## config.mk

```make
export PLATFORM = sky130hd
export DESIGN_NAME = regfile_wb_arbiter
export DESIGN_NICKNAME = d
export VERILOG_FILES = /design/src/rtl/regfile_wb_arbiter.sv
export SDC_FILE = /design/constraint.sdc
export NUM_CORES = 1
export LEC_CHECK = 0
export ABC_AREA = 1
export BUFFER_PORTS_ARGS = -buffer_cell sky130_fd_sc_hd__buf_2
export CORE_MARGIN = 2
export CORE_UTILIZATION = 46
export DETAILED_ROUTE_END_ITERATION = 7
export GPL_TIMING_DRIVEN = 1
export PLACE_DENSITY = 0.84
export SYNTH_ARGS = -nofsm -noshare
export SYNTH_HDL_FRONTEND = slang
export SYNTH_SLANG_ARGS = --single-unit
```

## constraint.sdc

```tcl
create_clock -name clk -period 4.4 [get_ports clk]
set_clock_uncertainty 0.05 [all_clocks]
set_input_delay 0.88 -clock clk [delete_from_list [all_inputs] [get_ports clk]]
set_output_delay 0.88 -clock clk [all_outputs]
set_load 0.05 [all_outputs]
```

## src/rtl/regfile_wb_arbiter.sv

```systemverilog
// Write-back arbiter for the register file's single write port, with a
// per-register pending scoreboard that drives the issue-stage hazard stalls.
module regfile_wb_arbiter #(
    parameter int N_REQ = 3,
    parameter int DW    = 32,
    parameter int AW    = 5
) (
    input  logic                  clk,
    input  logic                  rst,
    input  logic [N_REQ-1:0]      req_valid,
    output logic [N_REQ-1:0]      req_ready,
    input  logic [N_REQ*AW-1:0]   req_reg,
    input  logic [N_REQ*DW-1:0]   req_data,
    output logic                  Regwr,
    output logic [AW-1:0]         w_Reg,
    output logic [DW-1:0]         w_data,
    input  logic                  iss_valid,
    input  logic [AW-1:0]         iss_reg,
    output logic                  iss_stall,
    input  logic [AW-1:0]         rd_reg1,
    input  logic [AW-1:0]         rd_reg2,
    output logic                  busy1,
    output logic                  busy2,
    output logic                  pending_any
);

    localparam int RRW  = (N_REQ > 1) ? $clog2(N_REQ) : 1;
    localparam int NREG = 2 ** AW;
    localparam logic [RRW:0] NREQ_W = (RRW + 1)'(N_REQ);

    logic [RRW-1:0]  rr_q, rr_d;
    logic            regwr_q, regwr_d;
    logic [AW-1:0]   w_reg_q, w_reg_d;
    logic [DW-1:0]   w_data_q, w_data_d;
    logic [NREG-1:0] pending_q, pending_d;

    logic            accept;
    logic [RRW:0]    gnt_idx;
    logic [RRW:0]    cand;
    logic [RRW:0]    rr_inc;
    logic [AW-1:0]   gnt_reg;
    logic [DW-1:0]   gnt_data;
    logic            iss_set;

    // Walk from the highest candidate down so the one nearest rr wins last.
    always_comb begin
        accept  = 1'b0;
        gnt_idx = '0;
        cand    = '0;
        for (int k = N_REQ - 1; k >= 0; k--) begin
            cand = {1'b0, rr_q} + (RRW + 1)'(k);
            if (cand >= NREQ_W) begin
                cand = cand - NREQ_W;
            end
            if (req_valid[cand]) begin
                accept  = 1'b1;
                gnt_idx = cand;
            end
        end
        if (rst) begin
            accept = 1'b0;
        end
    end

    assign req_ready = accept ? (N_REQ'(1) << gnt_idx) : '0;
    assign gnt_reg   = req_reg[int'(gnt_idx) * AW +: AW];
    assign gnt_data  = req_data[int'(gnt_idx) * DW +: DW];

    always_comb begin
        rr_inc   = gnt_idx + (RRW + 1)'(1);
        rr_d     = rr_q;
        regwr_d  = 1'b0;
        w_reg_d  = w_reg_q;
        w_data_d = w_data_q;
        if (accept) begin
            rr_d     = (rr_inc == NREQ_W) ? '0 : rr_inc[RRW-1:0];
            regwr_d  = (gnt_reg != '0);
            w_reg_d  = gnt_reg;
            w_data_d = gnt_data;
        end
    end

    assign iss_stall = iss_valid & pending_q[iss_reg];
    assign iss_set   = iss_valid & ~iss_stall & (iss_reg != '0);

    // Set is applied after clear so a same-edge issue keeps the register pending.
    always_comb begin
        pending_d = pending_q;
        if (regwr_q) begin
            pending_d[w_reg_q] = 1'b0;
        end
        if (iss_set) begin
            pending_d[iss_reg] = 1'b1;
        end
        pending_d[0] = 1'b0;
    end

    always_ff @(posedge clk or posedge rst) begin
        if (rst) begin
            rr_q      <= '0;
            regwr_q   <= 1'b0;
            w_reg_q   <= '0;
            w_data_q  <= '0;
            pending_q <= '0;
        end else begin
            rr_q      <= rr_d;
            regwr_q   <= regwr_d;
            w_reg_q   <= w_reg_d;
            w_data_q  <= w_data_d;
            pending_q <= pending_d;
        end
    end

    assign Regwr       = regwr_q;
    assign w_Reg       = w_reg_q;
    assign w_data      = w_data_q;
    assign busy1       = pending_q[rd_reg1];
    assign busy2       = pending_q[rd_reg2];
    assign pending_any = |pending_q;

endmodule

```

==> impl_metrics.json <==
{
  "outcome": "complete, no violations",
  "grt_start_max_net_pins": 72,
  "p_leak_nw": 2.91,
  "row_count": 37,
  "cp_max_fo": 18,
  "required_ns": 3.47,
  "crit_buf_inv": 3,
  "drive_gt1_frac": 0.277,
  "r2r.worst_path.cells": 16,
  "hpwlAfterDp_um": 11600,
  "cp.depth": 11,
  "worstPathCellList": "inv_1, ha_1, o21ai_0, nand2_1, a21oi_1, nand3b_2, nand2_4, nor2_8, inv_2, nor2_1, buf_2",
  "gp_congestion": 0.976,
  "route.met2.wl_um": 7630,
  "root_buffer": "clkbuf_8",
  "cts_resized": 0,
  "irDropWorstVdd_mv": 0.614,
  "fin_crit_sh": 0.876,
  "crit_family": "simple AND/OR/NAND/NOR gates",
  "wire_per_inst_um": 15.5,
  "yosys_warnings": 0,
  "cts.htree.levels": 3,
  "clock-sinks": 71,
  "relSlewSlack": 0.416,
  "dieArea_mm2": 0.0114,
  "fp.dieH_um": 107,
  "drc": 0,
  "r2r_slack_ns": 1.65,
  "wl_met3_um": 1360,
  "seq_area_frac_synth": 0.366,
  "grt_antenna_before_repair": 1,
  "register_area_mm2": 0.00178,
  "hold_viol_final": 0,
  "finalCriticalPeriod_ns": 3.85,
  "syn_area_mm2": 0.00486,
  "drt_iter0_drc": 348,
  "detailroute.via_count": 5427,
  "initial_core_util": 0.473,
  "final_nets": 974,
  "end_kind": "primary output",
  "path_class": "register to primary output",
  "powerDensity_mw_per_mm2": 813,
  "wirelength_um": 15100,
  "clk_pin_slew_ns": 0.08,
  "numCtsBuffers": 9,
  "portBuffers": 176,
  "io_pins": 177,
  "timing.hold.ws_ns": 0.458,
  "slowest_stage": "dfrtp_1",
  "grt_pass1_wl_um": 24600,
  "finalMaxSlewViolations": 0,
  "core_mm2": 0.0103,
  "finalSetupViolations": 0,
  "firstDrtPassIters": 5,
  "multi_input_area_mm2": 0.00273,
  "yosysUniqueCellTypes": 38,
  "worst_slew_pin_slew_ns": 0.876,
  "clockBufferDepth": 2,
  "routed.top_layer": "met4",
  "fill_cells": 971,
  "holdBufCountCts": 0,
  "ant_nets": 0,
  "overflow": 0,
  "syn_avg_cell_area_um2": 7.28,
  "startpoint_type": "register",
  "crit_arrival_ns": 2.92,
  "grt_setup_unrepaired": "false",
  "syn_nets": 809,
  "die_x_um": 107,
  "max-cap-violations": 0,
  "hold_depth": 2,
  "cts_setup_buffers": 0,
  "grt_usage": 0.271,
  "grt_pass1_vias": 5241,
  "max_freq_mhz": 260,
  "tns_ns": 0,
  "ys_ff_latch": 71,
  "clk_latency_ns": 0.36,
  "area_delta_synth_final_pct": 23.7,
  "hp-class": "register to register",
  "route.layer.met1.wl_um": 5700,
  "syn_inst": 668,
  "cp_slowest_stage_delay_ns": 0.42,
  "via_per_inst": 5.57,
  "cts_tree": "built"
}
[power by group]
group / internal, W / switching [W] / total [W]
Clock: 0.000265 / 0.000261 / 0.000525
Combinational: 0.000913 / 0.00215 / 0.00307
Sequential: 0.000974 / 0.000324 / 0.00130
Total: 0.00215 / 0.00274 / 0.00489
[synth_stat cells]
cell type | count | area [µm²]
o22ai_1 | 3 | 18.8
o21ai_0 | 101 | 505
mux2i_1 | 15 | 150
buf_6 | 2 | 22.5
nor2_8 | 1 | 20.0
nand2_1 | 159 | 597
a22oi_2 | 1 | 12.5
nor3_1 | 10 | 50.1
nor3_2 | 2 | 20.0
a22oi_1 | 9 | 67.6
nand2_4 | 1 | 11.3
clkbuf_1 | 10 | 37.5
ha_1 | 9 | 113
clkinv_1 | 1 | 3.75
dfrtp_1 | 71 | 1780
nand3b_1 | 1 | 7.51
nand3b_2 | 1 | 11.3
inv_2 | 10 | 37.5
o221ai_1 | 6 | 52.6
nor2_4 | 1 | 11.3
o21ai_1 | 4 | 20.0
nand2_2 | 5 | 31.3
buf_2 | 11 | 55.1
a31oi_1 | 3 | 18.8
a21oi_1 | 15 | 75.1
nor2_2 | 1 | 6.26
buf_4 | 3 | 22.5
nand4_1 | 2 | 12.5
o211ai_1 | 40 | 300
nand3_1 | 53 | 265
nor4_1 | 6 | 37.5
o21ai_2 | 11 | 96.3
nor2_1 | 46 | 173
or2_2 | 1 | 6.26
a32oi_1 | 1 | 8.76
inv_1 | 49 | 184
o21a_1 | 2 | 15.0
a21o_1 | 1 | 7.51
[routing by layer]
| metal | GRT usage | vias to the layer above |
|---|---|---|
| met2 | 0.486 | 303 |
| met1 | 0.312 | 2449 |
| met3 | 0.0626 | 34 |
| li1 | - | 2641 |
| met4 | 0.106 | 0 |
| met5 | 0 | - |
[layout by cell type (no fill, tap or decap), types with 2 or more instances in the layout]
cell type	n
a21oi_1	15
a22oi_1	9
a31oi_1	3
buf_2	176
buf_4	4
clkbuf_8	9
clkinv_4	2
clkinvlp_4	2
dfrtp_1	71
ha_1	9
inv_1	48
inv_2	10
mux2i_1	15
nand2_1	159
nand2_2	5
nand3_1	52
nand4_1	2
nor2_1	46
nor3_1	10
nor3_2	2
nor4_1	6
o211ai_1	40
o21a_1	2
o21ai_0	101
o21ai_1	4
o21ai_2	11
o221ai_1	6
o22ai_1	3
[path summary, 6_finish.rpt]
| kind | end | start |
|---|---|---|
| max | req_ready[0] | rr_q[0]$_DFFE_PP0P_ |
| min | w_data[6]$_DFFE_PP0P_ | w_data[6]$_DFFE_PP0P_ |
| min reg2reg | w_data[6]$_DFFE_PP0P_ | w_data[6]$_DFFE_PP0P_ |
| max reg2reg | Regwr$_DFF_PP0_ | rr_q[0]$_DFFE_PP0P_ |
| max in group asynchronous | w_data[7]$_DFFE_PP0P_ | rst |
| min in group asynchronous | pending_q[5]$_DFF_PP0_ | rst |
[metrics by stage]
stage	utilization	power [W]	worst slack, ns	cell area, µm²	std cells
2_1_floorplan	-	0.00363	0.355	4860	668
3_3_place_gp	0.566	0.00431	0.885	5810	958
3_5_place_dp	0.566	0.00435	0.839	5810	958
4_1_cts	0.585	0.00489	0.541	6010	974
5_1_grt	0.585	0.00530	0.319	6010	975
6_report	0.585	0.00489	0.547	6010	975
[worst reg2reg max path, delay by kind of cell (launching register included)]
family	cells	cell delay, ns
simple gates	12	1.16
buf+inv	3	0.61
flops	1	0.42
fa+ha+maj	1	0.39
[state kept, by name, indices dropped and copies added (netlist names)]
register / cells
w_data: 32
pending_q: 31
w_Reg: 5
rr_q: 2
Regwr: 1
[final cells by class]
| class | count | share of cell area |
|---|---|---|
| diodes | 1 | 0.000416 |
| clock buffers | 10 | 0.0212 |
| clock inverters | 6 | 0.0114 |
| inverters | 60 | 0.0381 |
| multi-input cells | 511 | 0.453 |
| flip-flops and latches | 71 | 0.296 |
| well taps | 136 | 0.0283 |
| repair buffers | 180 | 0.152 |
[cells by family (layout without fill, tap and decap cells)]
logic type               after synthesis  count (layout)  synth area share
AND/OR/NAND/NOR                      290             290             0.259
other                                  0               1                 0
buffers and inverters                 86             256            0.0746
adder cells (fa/ha/maj)                9               9            0.0232
multiplexers                          15              15            0.0309
flip-flops                            71              71             0.366
AO/OA/AOI/OAI                        197             197             0.247
Note: power is estimated with default switching activity, not from simulation.
